## src/rtl/branch_redirect_ctrl_if.sv

```systemverilog
// Redirect handshake between the branch redirect controller (master) and fetch (slave).
`timescale 1ns/1ps
interface branch_redirect_ctrl_if #(
  parameter int ADDR_W = 32
);
  logic              redirect_valid;
  logic [ADDR_W-1:0] redirect_pc;
  logic              fetch_ready;

  modport master (output redirect_valid, output redirect_pc, input fetch_ready);
  modport slave  (input redirect_valid, input redirect_pc, output fetch_ready);
endinterface

```

## src/rtl/branch_redirect_ctrl.sv

```systemverilog
// Branch redirect sequencer: capture taken target, flush IF/ID, hold redirect until fetch accepts.
// Optional event counters are built when BRANCH_REDIRECT_STATS_EN is defined.
`timescale 1ns/1ps
module branch_redirect_ctrl #(
  parameter int ADDR_W       = 32,
  parameter int FLUSH_CYCLES = 2
) (
  input  logic                   clk,
  input  logic                   rst_n,
  input  logic                   br_valid,
  input  logic                   br_taken,
  input  logic [ADDR_W-1:0]      br_target,
  input  logic                   ex_stall,
  branch_redirect_ctrl_if.master fetch_if,
  output logic                   flush_if,
  output logic                   flush_id,
  output logic                   stall_fe,
  output logic                   misalign_err,
  output logic                   busy
`ifdef BRANCH_REDIRECT_STATS_EN
  ,
  output logic [31:0]            taken_cnt,
  output logic [31:0]            not_taken_cnt,
  output logic [31:0]            dropped_cnt
`endif
);

  // state    | meaning
  // IDLE     | waiting for a taken branch from EX
  // FLUSH    | killing younger IF/ID instructions, down-counter running
  // REDIRECT | presenting captured target to fetch until fetch_ready
  typedef enum logic [1:0] {
    IDLE     = 2'd0,
    FLUSH    = 2'd1,
    REDIRECT = 2'd2
  } state_e;

  // FLUSH_CYCLES is legal in 1..15; the counter holds FLUSH_CYCLES-1 down to 0.
  localparam logic [3:0] CNT_INIT = 4'(FLUSH_CYCLES - 1);

  state_e            state_q, state_d;
  logic [3:0]        cnt_q, cnt_d;
  logic [ADDR_W-1:0] tgt_q, tgt_d;
  logic              misalign_q, misalign_d;
  logic              accept;
  logic              aligned;

  assign accept  = br_valid && br_taken && !ex_stall;
  assign aligned = (br_target[1:0] == 2'b00);

  always_comb begin
    state_d    = state_q;
    cnt_d      = cnt_q;
    tgt_d      = tgt_q;
    misalign_d = 1'b0;
    case (state_q)
      IDLE: begin
        if (accept) begin
          if (aligned) begin
            tgt_d   = br_target;
            cnt_d   = CNT_INIT;
            state_d = FLUSH;
          end else begin
            misalign_d = 1'b1;
          end
        end
      end
      FLUSH: begin
        if (cnt_q == 4'd0) begin
          state_d = REDIRECT;
        end else begin
          cnt_d = cnt_q - 4'd1;
        end
      end
      REDIRECT: begin
        if (fetch_if.fetch_ready) begin
          state_d = IDLE;
        end
      end
      default: begin
        state_d = IDLE;
      end
    endcase
  end

  always_ff @(posedge clk or negedge rst_n) begin
    if (!rst_n) begin
      state_q    <= IDLE;
      cnt_q      <= 4'd0;
      tgt_q      <= '0;
      misalign_q <= 1'b0;
    end else begin
      state_q    <= state_d;
      cnt_q      <= cnt_d;
      tgt_q      <= tgt_d;
      misalign_q <= misalign_d;
    end
  end

  // Outputs decode only flopped state, so no input reaches an output combinationally.
  assign flush_if                = (state_q == FLUSH);
  assign flush_id                = (state_q == FLUSH);
  assign stall_fe                = (state_q != IDLE);
  assign busy                    = (state_q != IDLE);
  assign misalign_err            = misalign_q;
  assign fetch_if.redirect_valid = (state_q == REDIRECT);
  assign fetch_if.redirect_pc    = (state_q == REDIRECT) ? tgt_q : '0;

`ifdef BRANCH_REDIRECT_STATS_EN
  logic [31:0] taken_cnt_q, taken_cnt_d;
  logic [31:0] not_taken_cnt_q, not_taken_cnt_d;
  logic [31:0] dropped_cnt_q, dropped_cnt_d;

  always_comb begin
    taken_cnt_d     = taken_cnt_q;
    not_taken_cnt_d = not_taken_cnt_q;
    dropped_cnt_d   = dropped_cnt_q;
    if ((state_q == IDLE) && accept && aligned && (taken_cnt_q != 32'hFFFF_FFFF)) begin
      taken_cnt_d = taken_cnt_q + 32'd1;
    end
    if ((state_q == IDLE) && br_valid && !br_taken && !ex_stall &&
        (not_taken_cnt_q != 32'hFFFF_FFFF)) begin
      not_taken_cnt_d = not_taken_cnt_q + 32'd1;
    end
    if ((state_q != IDLE) && br_valid && (dropped_cnt_q != 32'hFFFF_FFFF)) begin
      dropped_cnt_d = dropped_cnt_q + 32'd1;
    end
  end

  always_ff @(posedge clk or negedge rst_n) begin
    if (!rst_n) begin
      taken_cnt_q     <= 32'd0;
      not_taken_cnt_q <= 32'd0;
      dropped_cnt_q   <= 32'd0;
    end else begin
      taken_cnt_q     <= taken_cnt_d;
      not_taken_cnt_q <= not_taken_cnt_d;
      dropped_cnt_q   <= dropped_cnt_d;
    end
  end

  assign taken_cnt     = taken_cnt_q;
  assign not_taken_cnt = not_taken_cnt_q;
  assign dropped_cnt   = dropped_cnt_q;
`endif

endmodule

```

## src/flat_wrapper.sv

```systemverilog
// flat-port wrapper written by rule: the top's interface ports become plain ports
module branch_redirect_ctrl_flat 
#(
  parameter int ADDR_W       = 32,
  parameter int FLUSH_CYCLES = 2
)
  (clk, rst_n, br_valid, br_taken, br_target, ex_stall, flush_if, flush_id, stall_fe, misalign_err, busy, fetch_if_redirect_valid, fetch_if_redirect_pc, fetch_if_fetch_ready);
  branch_redirect_ctrl_if #(.ADDR_W(ADDR_W)) fetch_if_i ();
  input  logic clk;
  input  logic rst_n;
  input  logic br_valid;
  input  logic br_taken;
  input  logic [ADDR_W-1:0] br_target;
  input  logic ex_stall;
  output logic flush_if;
  output logic flush_id;
  output logic stall_fe;
  output logic misalign_err;
  output logic busy;
  output wire logic [$bits(fetch_if_i.redirect_valid)-1:0] fetch_if_redirect_valid;
  output wire logic [$bits(fetch_if_i.redirect_pc)-1:0] fetch_if_redirect_pc;
  input wire logic [$bits(fetch_if_i.fetch_ready)-1:0] fetch_if_fetch_ready;
  assign fetch_if_redirect_valid = fetch_if_i.redirect_valid;
  assign fetch_if_redirect_pc = fetch_if_i.redirect_pc;
  assign fetch_if_i.fetch_ready = fetch_if_fetch_ready;
  branch_redirect_ctrl #(.ADDR_W(ADDR_W), .FLUSH_CYCLES(FLUSH_CYCLES)) u_core (.clk(clk), .rst_n(rst_n), .br_valid(br_valid), .br_taken(br_taken), .br_target(br_target), .ex_stall(ex_stall), .fetch_if(fetch_if_i), .flush_if(flush_if), .flush_id(flush_id), .stall_fe(stall_fe), .misalign_err(misalign_err), .busy(busy));
endmodule
```

## config.mk

```make
export PLATFORM = sky130hd
export DESIGN_NAME = branch_redirect_ctrl_flat
export DESIGN_NICKNAME = d
export VERILOG_FILES = /design/src/rtl/branch_redirect_ctrl_if.sv /design/src/rtl/branch_redirect_ctrl.sv /design/src/flat_wrapper.sv
export SDC_FILE = /design/constraint.sdc
export NUM_CORES = 1
export LEC_CHECK = 0
export ABC_AREA = 1
export CORE_MARGIN = 2
export CORE_UTILIZATION = 31
export DETAILED_ROUTE_END_ITERATION = 7
export PLACE_DENSITY = 0.63
export REMOVE_ABC_BUFFERS = 1
export SLEW_MARGIN = 20
export SYNTH_ARGS = -nofsm -noshare
export SYNTH_HDL_FRONTEND = slang
export SYNTH_SLANG_ARGS = --single-unit
```

## constraint.sdc

```tcl
create_clock -name clk -period 1.7 [get_ports clk]
set_clock_uncertainty 0.1 [all_clocks]
set_input_delay 0.255 -clock clk [delete_from_list [all_inputs] [get_ports clk]]
set_output_delay 0.255 -clock clk [all_outputs]
set_load 0.03 [all_outputs]
```

### After elaboration in Yosys (flattened, before gate mapping)

Cells that the tools add are included.

* output and inout bits: 38
* logic and storage cells: 36
* flip-flop bits (word level): 39
* bits of input ports: 38

* reductions and logical operators: 11
* add/subtract/negate cells: 1
* equal/unequal tests: 7
* multiplexer cells: 13

Operators with widths (number)
* two-way mux 32 bit: 1
* two-way mux 4 bit: 3
* two-way mux 2 bit: 4
* != test 2 x 1 -> 1 bit (second input constant): 4
* case mux 4 bit (2 select lines): 1
* AND reduction 4 bit: 2
* case mux 2 bit (3 select lines): 1
* logical NOT 2 bit: 2
* logical NOT 4 bit: 1
* nonzero test 2 bit: 2
* subtractor 4 x 1 -> 4 bit (second input constant): 1
* two-way mux 1 bit: 3
* AND reduction 3 bit: 1
* == test 2 x 1 -> 1 bit (second input constant): 1
* == test 2 bit (second input constant): 1
* logical AND 1 bit: 2
* != test 2 bit (second input constant): 1
* logical NOT 1 bit: 1

### Longest topological paths before layout

* depth in word-level cells: 4
* depth in mapped cells: 7
* gate-level depth less buffers: 7

### Least setup slack after synthesis

Ideal clock, no wire load.

* path kind: reg-to-output
* start point: reg u_core.state_q[1]
* end point: out fetch_if_redirect_pc[0]
* required time: 1.345 ns
* path buffers: 1
* slack: -0.130 ns
* stages on the path, launching flop included: 6
* arrival time: 1.475 ns
* path through: dfrtp_1 > inv_1 > nor2_2 > inv_2 > buf_6 > nor2_1

* longest elaborated chain between the ends: 2

Ends and longest elaborated chain
* start: declaration: RTL line branch_redirect_ctrl.sv:41 `state_e state_q, state_d;`
* start signal: assignment: RTL line branch_redirect_ctrl.sv:93 `state_q <= state_d;`
* == test 2 bit
* named net fetch_if_redirect_valid: RTL line flat_wrapper.sv:20 `output wire logic [$bits(fetch_if_i.redirect_valid)-1:0] fetch_if_redirect_valid;`
* two-way mux 32 bit: RTL line branch_redirect_ctrl.sv:107 `assign fetch_if.redirect_pc = (state_q == REDIRECT) ? tgt_q : '0;`
* end: declaration: RTL line flat_wrapper.sv:21 `output wire logic [$bits(fetch_if_i.redirect_pc)-1:0] fetch_if_redirect_pc;`

The timed path passes the listed nets, and every way through them passes these cells.

### Worst setup path after layout

* start point: reg u_core.state_q[1]
* end point: out fetch_if_redirect_pc[13]

* longest elaborated chain between the ends: 2

Ends and longest elaborated chain (RTL line)
* == test 2 bit: branch_redirect_ctrl.sv:107
* two-way mux 32 bit: branch_redirect_ctrl.sv:107

Every way passes these cells.

==> flow_summary.json <==
{
  "status": "finished, final reports clean",
  "synthDistinctLibCells": 19,
  "fin_crit_ns": 1.69,
  "relSlewSlack": 0.667,
  "fin_cells": 382,
  "layout_setup_ws_ns": 0.00606,
  "ys_warn_count": 0,
  "synthCells": 222,
  "grt-ovfl-total": 0,
  "yosys.area.top_type_share": 0.501,
  "p_switching_w": 0.00117,
  "synth_area_leaders": "dfrtp_1 (50%), o21ai_2 (13%), nand2_1 (8.7%)",
  "fillers": 584,
  "synthToLayoutAreaGrowth_pct": 55.9,
  "clock_latency_ns": 0.28,
  "synthAdderAreaFrac": 0.0128,
  "rows": 28,
  "drive_gt1_frac": 0.358,
  "grt_antenna_before_repair": 0,
  "fmax_mhz": 590,
  "final_nets": 346,
  "period_share": 0.996,
  "vias": 1621,
  "max_cap_violations": 0,
  "synthMuxAreaShare": 0,
  "cts_made_buffers": 5,
  "grt_max_degree": 34,
  "crit_chain": "inv_2 > nor2_4 > buf_6 > inv_8 > nor2_1 > buf_4",
  "cp.required_ns": 1.34,
  "cp.arrival_ns": 1.34,
  "seqPwrFrac": 0.399,
  "hold_path_class": "in -> async",
  "antenna_left": 0,
  "hold_viol_final": 0,
  "placed_cells": 368,
  "crit_fanout": 16,
  "clk_path_buf_depth": 2,
  "path_class": "reg -> out",
  "power_frac_comb": 0.414,
  "crit_slowest_cell": "dfrtp_2",
  "clk_pin_slew_worst_paths_ns": 0.08,
  "hpwl_um": 3000,
  "final_cell_mix": "nand2_1 (45), dfrtp_1 (38), inv_1 (37), clkdlybuf4s50_1 (37), o21ai_2 (28)",
  "first_global_vias": 1582,
  "ir_drop_mv": 0.445,
  "dieArea_mm2": 0.00694,
  "die_y_um": 83.3,
  "start_kind": "flop",
  "synth_compound_area_frac": 0.138,
  "p_per_area_mw_per_mm2": 1050,
  "switching_share": 0.368,
  "synth_top_family_by_area": "simple AND/OR/NAND/NOR gates",
  "via_per_inst": 4.24,
  "seq_area_frac_synth": 0.501,
  "end_kind": "output port",
  "max_slew.worst_pin.slew_ns": 0.500,
  "die_w_um": 83.3,
  "io-pin-count": 76,
  "grt_pass1_wl_um": 7250,
  "drt_wl_total_um": 4480,
  "wl_per_cell_um": 11.7,
  "layout.cells.most_common": "nand2_1",
  "rsz0062_at_grt": "true",
  "slew_viol_final": 0,
  "grt_use_total": 0.128,
  "start_util": 0.325,
  "clock-sinks": 39,
  "diodes": 0,
  "htreeDepth": 2,
  "syn_avg_cell_area_um2": 8.78,
  "cp_slowest_stage_delay_ns": 0.40,
  "synthSimpleGateAreaFrac": 0.209,
  "first_pass_iters": 4,
  "postSynthRegisterBits": 39,
  "io_buffers": 75,
  "synthXorXnorAreaFrac": 0,
  "gp_congestion": 0.756,
  "root_buffer": "clkbuf_8",
  "post-place-ws_ns": 0.0209,
  "setup_violations": 0,
  "utilization": 0.507,
  "drc_errors": 0,
  "p_int_w": 0.00202,
  "core-area_mm2": 0.00599,
  "cts_tree": "done",
  "netlist_area_mm2": 0.00195,
  "holdWs_ns": 0.364,
  "drt_iter0_markers": 42,
  "synth_largest_area_cell": "dfrtp_1",
  "clock_power_share": 0.187,
  "leakage_nw": 1.41
}
-- power by group through the flow --
stage	Clock, W	Combinational [W]	Sequential [W]
4_1_cts	0.000625	0.00111	0.00127
3_5_place_dp	0	0.00111	0.00129
3_3_place_gp	0	0.00109	0.00128
5_1_grt	0.000663	0.00145	0.00131
6_report	0.000597	0.00132	0.00127
2_1_floorplan	0	0.000735	0.00127
-- synthesized netlist by cell type, drive strengths merged --
library cell  instances
inv                  40
o2bb2ai               1
a21oi                 1
buf                  11
nand3                 6
nor2                 44
dfrtp                39
o21ai                30
nand2                46
nor3                  2
ha                    2
-- logic make-up (layout without fill, tap and decap cells) --
group,count (synthesis),after routing
fa+ha+maj,2,2
buf+inv,51,136
simple gates,98,98
compound gates,32,32
flops,39,39
-- worst paths after layout --
| path | startpoint | endpoint | slack, ns | cells past startpoint |
|---|---|---|---|---|
| setup / recovery | u_core.state_q[1]$_DFFE_PN0P_ | fetch_if_redirect_pc[13] | 0.006 | 6 |
| hold / removal | rst_n | u_core.tgt_q[25]$_DFFE_PN0P_ | 0.36 | 2 |
| setup reg to reg | u_core.state_q[0]$_DFFE_PN0P_ | u_core.tgt_q[2]$_DFFE_PN0P_ | 0.29 | 7 |
| hold reg to reg | u_core.tgt_q[0]$_DFFE_PN0P_ | u_core.tgt_q[0]$_DFFE_PN0P_ | 0.40 | 2 |
| max in group asynchronous | rst_n | u_core.state_q[1]$_DFFE_PN0P_ | 0.63 | 3 |
| min in group clk | u_core.tgt_q[0]$_DFFE_PN0P_ | u_core.tgt_q[0]$_DFFE_PN0P_ | 0.40 | 2 |
-- what timing repair did --
action,in CTS,in global routing
hold buffers,1,0
setup endpoints to repair,37,34
pin swaps,0,1
endpoints found under the hold margin,20,0
gates resized for setup,10,68
setup buffers,0,4
gates cloned,0,1
-- critical path: cells and delay by family, from the launching register on --
family        cells  cell delay (ns)
buf+inv           4             0.42
simple gates      2             0.23
flops             1             0.40
-- flip-flops by register name (all words and copies together), names as in the netlist --
name and flops:
u_core.misalign_err 1, u_core.state_q 2, u_core.cnt_q 4, u_core.tgt_q 32
-- metal layers --
layer	routed length (um)	track usage
met3	281	0.0437
met1	1960	0.161
met4	42	0.0313
met5	0	0
met2	2190	0.212
-- area by class of cell --
cell class | count | area [um^2] | share of cell area
inverter | 40 | 171 | 0.0564
tap | 75 | 93.8 | 0.0309
clock buffer | 7 | 76.3 | 0.0251
clock inverter | 1 | 5.00 | 0.00165
multi-input combinational | 132 | 842 | 0.277
timing repair inverter | 1 | 11.3 | 0.00371
sequential | 39 | 977 | 0.322
timing repair buffer | 87 | 862 | 0.284
-- stage by stage --
step | cell area (um^2) | power, W | TNS (ns)
final | 3040 | 0.00319 | 0
after global routing | 3040 | 0.00341 | -1.24
after CTS | 2780 | 0.00301 | -1.02
after detailed placement | 2680 | 0.00240 | 0
after global placement | 2680 | 0.00237 | 0
after floorplan | 1830 | 0.00201 | -5.32
Note: power is estimated with default switching activity, not from simulation.
==> variant 1, RTL diff (same settings) <==
`ADDR_W` is set to 32 in 3 places; all go to 28.
--- a/src/rtl/branch_redirect_ctrl_if.sv
+++ b/src/rtl/branch_redirect_ctrl_if.sv
@@ -1,7 +1,7 @@
 // Redirect handshake between the branch redirect controller (master) and fetch (slave).
 `timescale 1ns/1ps
 interface branch_redirect_ctrl_if #(
-  parameter int ADDR_W = 32
+  parameter int ADDR_W = 28
 );
   logic              redirect_valid;
   logic [ADDR_W-1:0] redirect_pc;
--- a/src/rtl/branch_redirect_ctrl.sv
+++ b/src/rtl/branch_redirect_ctrl.sv
@@ -2,7 +2,7 @@
 // Optional event counters are built when BRANCH_REDIRECT_STATS_EN is defined.
 `timescale 1ns/1ps
 module branch_redirect_ctrl #(
-  parameter int ADDR_W       = 32,
+  parameter int ADDR_W       = 28,
   parameter int FLUSH_CYCLES = 2
 ) (
   input  logic                   clk,
--- a/src/flat_wrapper.sv
+++ b/src/flat_wrapper.sv
@@ -1,7 +1,7 @@
 // flat-port wrapper written by rule: the top's interface ports become plain ports
 module branch_redirect_ctrl_flat 
 #(
-  parameter int ADDR_W       = 32,
+  parameter int ADDR_W       = 28,
   parameter int FLUSH_CYCLES = 2
 )
   (clk, rst_n, br_valid, br_taken, br_target, ex_stall, flush_if, flush_id, stall_fe, misalign_err, busy, fetch_if_redirect_valid, fetch_if_redirect_pc, fetch_if_fetch_ready);
Interface: changed (resized br_target and fetch_if_redirect_pc); port bits go from 76 to 68. The function was not compared with the original's and may differ.
==> variant 1 against the unedited design <==
Clock power down 4.4%. Routed wire length down 9.0%. Total power down 11%. Worst setup slack better by 0.0099 ns. Critical path depth down 1. Sequential cell count down 4. Via count down 10%. First-iteration DRC count down 24%. Design area down 7.4%. Area after synthesis down 6.5%. Critical endpoint is now fetch_if_redirect_pc[24].
==> variant 1: results (changes against the unedited design) <==
outcome - finished clean (unchanged)
first-pass GRT wire length - 6.45 mm (was 7.25 mm)
top cells by count, synth - dfrtp_1 (35), inv_1 (34), nor2_1 (25) (was nand2_1 (45), nor2_1 (40), dfrtp_1 (39))
ant diodes - 0 (unchanged)
number of global-route vias before repair - 1,402 (was 1,582)
Worst Path Arrival - 1.33 ns
Placed Area - 2490 um^2 (was 2680 um^2)
number of antenna violations at the first check in global routing - 0 (unchanged)
HPWL after DPL - 2.80 mm (was 3.00 mm)
biggest regs - u_core.tgt_q x28, u_core.cnt_q x4, u_core.state_q x2 (was u_core.tgt_q x32, u_core.cnt_q x4, u_core.state_q x2)
Reg clk slew, reported paths - 0.07 ns
clock tree buffer depth - 2 (unchanged)
routability cong. - 0.744 (was 0.756)
Final ANT Viol Nets - 0 (unchanged)
maximum number of pins on one net before global-route repair - 20 (was 34)
Max Cap Violations - 0 (unchanged)
nets - 311 (was 346)
Hold WC Path Type - in -> async (unchanged)
largest cells by area after synthesis - dfrtp_1 (48%), o21ai_2 (11%), nand2_2 (7.9%) (was dfrtp_1 (50%), o21ai_2 (13%), nand2_1 (8.7%))
Yosys cell types - 21 (was 19)
CP Max Fanout - 14 (was 16)
initial DRC count - 32 (was 42)
Wirelength per Cell - 11.7 um (about the same)
worst rel slew slack - 72.7% (was 66.7%)
Root Buffer Master - clkbuf_8 (unchanged)
Leakage - 1.28 nW (was 1.41 nW)
Total GRT Usage - 13.1% (was 12.8%)
1st-pass router iterations - 4 (unchanged)
Vias per Instance - 4.19 (was 4.24)
layout cells sized above 1 - 48.2% (was 35.8%)
register area share after synthesis - 48.1% (was 50.1%)
CTS buffer count - 5 (unchanged)
asr flop ratio synth - 100% (unchanged)
worst slack, placed - 0.00523 ns (was 0.0209 ns)
Clk Latency, worst-skew pair - 0.28 ns (about the same)
Largest register FFs - 28 (was 32)
Ys Warns - 0 (unchanged)
H-tree depth - 2 (unchanged)
peak supply drop - 0.543 mV (was 0.445 mV)
port bufs - 67 (was 75)
## variant 1: cell families after synthesis
group                      Yosys count  synth area share [%]
buffers and inverters               48                  13.9
xor gates and xnor gates             1                 0.481
DFF                                 35                  48.1
adders and majority gates            2                  1.37
and+or+nand+nor                     82                  23.3
AOI/OAI and AO/OA                   30                  12.8
## variant 1: path summary, 6_finish.rpt
path	from	endpoint	slack (ns)	cells after the start
max	u_core.state_q[0]	fetch_if_redirect_pc[24]	0.02	5
min	rst_n	u_core.tgt_q[24]	0.33	2
max reg2reg	u_core.state_q[1]	u_core.tgt_q[26]	0.26	8
min reg2reg	u_core.cnt_q[0]	u_core.cnt_q[0]	0.42	2
max in group asynchronous	rst_n	u_core.tgt_q[3]	0.58	3
min in group clk	u_core.cnt_q[0]	u_core.cnt_q[0]	0.42	2
## variant 1: stage by stage
| step | cells | setup TNS (ns) |
|---|---|---|
| floorplan | 188 | -3.32 |
| global placement | 334 | 0 |
| detailed placement | 334 | 0 |
| CTS | 347 | -0.0132 |
| global route | 348 | -0.427 |
| finish | 348 | 0 |
## variant 1: critical path: stages, from the launching register on
cell	delay [ns]
dfrtp_2	0.45
nor2_4	0.12
buf_12	0.15
inv_8	0.08
nor2_1	0.09
buf_4	0.16
## variant 1: repair_timing
action                                 in CTS  in global routing
resized for setup                          18                 49
setup buffers                               2                  1
setup endpoints to repair                  31                 29
pin swaps                                   1                  0
hold buffers                                1                  0
endpoints found under the hold margin      17                  0
cloned                                      2                  0
## variant 1: cell type report
type	count	area, um^2
fill	546	2790
sequential	35	877
multi-input combinational	115	807
timing repair buffer	78	782
inverter	38	155
tap	72	90.1
clock buffer	5	68.8
timing repair inverter	2	20.0
clock inverter	3	15.0
## variant 1: layer usage
metal  part of all wire, %  GRT usage, %
met1                    43          16.6
met4                  0.56          4.07
met3                   5.6          3.26
met2                    51          21.8
met5                     0             0
## variant 1: where the power goes
part,internal [mW],leakage [nW],switching (mW)
registers,1.06,0.430,0.0658
logic,0.460,0.807,0.684
clock network,0.280,0.0477,0.291
==> variant 2, RTL diff (same flow settings) <==
Without the edit above. Put a register stage on the output `fetch_if.redirect_valid`, without a reset. The value now appears one clock later.
--- a/src/rtl/branch_redirect_ctrl.sv
+++ b/src/rtl/branch_redirect_ctrl.sv
@@ -103,7 +103,9 @@
   assign stall_fe                = (state_q != IDLE);
   assign busy                    = (state_q != IDLE);
   assign misalign_err            = misalign_q;
-  assign fetch_if.redirect_valid = (state_q == REDIRECT);
+  always_ff @(posedge clk) begin
+    fetch_if.redirect_valid <= (state_q == REDIRECT);
+  end
   assign fetch_if.redirect_pc    = (state_q == REDIRECT) ? tgt_q : '0;
 
 `ifdef BRANCH_REDIRECT_STATS_EN
Formal check against the unedited RTL: not equivalent (a bounded check fails within 4 cycles, from zero or initial values and one cycle with rst_n low).
==> variant 2 against the unedited design <==
Total power fell by 8.4%. Design area down 8.0%. Routed wire length shrank 9.0%. Area after synthesis decreased by 3.1%. Sequential cell count grew 1. Via count is 1.4% lower. Worst setup slack better by 0.050 ns. Utilization is 3.5 points lower. Non-clock buffer count decreased by 2. Count of clock-buffer cells in the layout shrank 1. First-iteration DRC count rose by 48%. Critical path depth is 1 lower.
==> variant 2: results (changes against the unedited design) <==
maximum number of pins on one net before global-route repair - 35 (was 34)
cts repair resizes - 9 (was 10)
Tightest Pin Transition - 0.464 ns (was 0.500 ns)
asr flop ratio synth - 97.5% (was 100%)
worst slack, placed - 0.0553 ns (was 0.0209 ns)
1st-pass router iterations - 4 (unchanged)
number of antenna violations at the first check in global routing - 0 (unchanged)
CP Max Fanout - 34 (was 16)
combinational power - 0.989 mW (was 1.32 mW)
Worst Path Arrival - 1.29 ns (was 1.34 ns)
critical path's slowest cell - dfrtp_1 (was dfrtp_2)
routability cong. - 0.737 (was 0.756)
HPWL after DPL - 2.94 mm (was 3.00 mm)
nets - 341 (was 346)
peak supply drop - 0.416 mV (was 0.445 mV)
Yosys cell types - 21 (was 19)
final cell count without fillers - 377 (was 382)
initial DRC count - 62 (was 42)
placed cells - 367 (was 368)
Total GRT Usage - 12.3% (was 12.8%)
startpoint types - flip-flop (unchanged)
Wirelength per Cell - 10.8 um (was 11.7 um)
largest cells by area after synthesis - dfrtp_1 (52%), inv_1 (8.2%), nor2_1 (7.8%) (was dfrtp_1 (50%), o21ai_2 (13%), nand2_1 (8.7%))
Tot Pwr - 2.92 mW (was 3.19 mW)
top cells by count, synth - inv_1 (41), dfrtp_1 (39), nor2_1 (39) (was nand2_1 (45), nor2_1 (40), dfrtp_1 (39))
net switching power - 0.977 mW (was 1.17 mW)
register area share after synthesis - 52.8% (was 50.1%)
outcome - finished clean (unchanged)
Vias per Instance - 4.24 (about the same)
number of global-route vias before repair - 1,429 (was 1,582)
number of fill cells - 596 (was 584)
Placed Area - 2660 um^2 (was 2680 um^2)
first-pass GRT wire length - 6.41 mm (was 7.25 mm)
post-synthesis average cell area - 8.58 um^2 (was 8.78 um^2)
Leakage - 1.37 nW (was 1.41 nW)
[variant 2: changes by cell type in the layout (fill, tap and decap cells not counted), moves of 10 or more]
cell and change:
buf_4 +13, o21ai_2 -20, buf_6 -15, o21ai_1 +20, nor2_1 +10, nand2_1 -13, nor2_4 -18
[variant 2: layout make-up]
class                   instances  area, um^2  share of cell area (%)
multi-input cells             127         654                    23.4
clock inverters                 2        10.0                   0.358
repair buffers                 85         798                    28.5
flip-flops and latches         40         997                    35.7
inverters                      42         160                    5.73
clock buffers                   6        82.6                    2.95
well taps                      75        93.8                    3.36
[variant 2: cells by family (layout without fill, tap and decap cells)]
group,count (synthesis),in the layout,synth area share (%)
DFF,40,40,52.8
xor gates and xnor gates,1,1,0.464
and+or+nand+nor,90,90,21.1
buffers and inverters,53,135,13.7
AOI/OAI and AO/OA,34,34,10.7
adders and majority gates,2,2,1.33
[variant 2: worst max-delay path, delay by kind of cell, from the launching register on]
| kind | cells | cell delay [ns] |
|---|---|---|
| buffers and inverters | 3 | 0.44 |
| and+or+nand+nor | 2 | 0.18 |
| DFF | 1 | 0.39 |
[variant 2: final timing paths]
check	to	slack, ns	cells past startpoint
worst max-delay path	fetch_if_redirect_pc[10]	0.06	5
max in group asynchronous	u_core.tgt_q[5]	0.66	3
worst min register to register	u_core.tgt_q[0]	0.40	2
min in group clk	u_core.tgt_q[0]	0.40	2
worst min-delay path	u_core.tgt_q[26]	0.36	2
worst max register to register	u_core.tgt_q[21]	0.33	7
[variant 2: layer usage]
layer	track usage [%]	up-vias	part of all wire, %
li1	-	816	-
met1	16.4	733	45
met2	19.5	46	48
met3	3.52	4	6.7
met4	3.50	0	0.56
met5	0	-	0
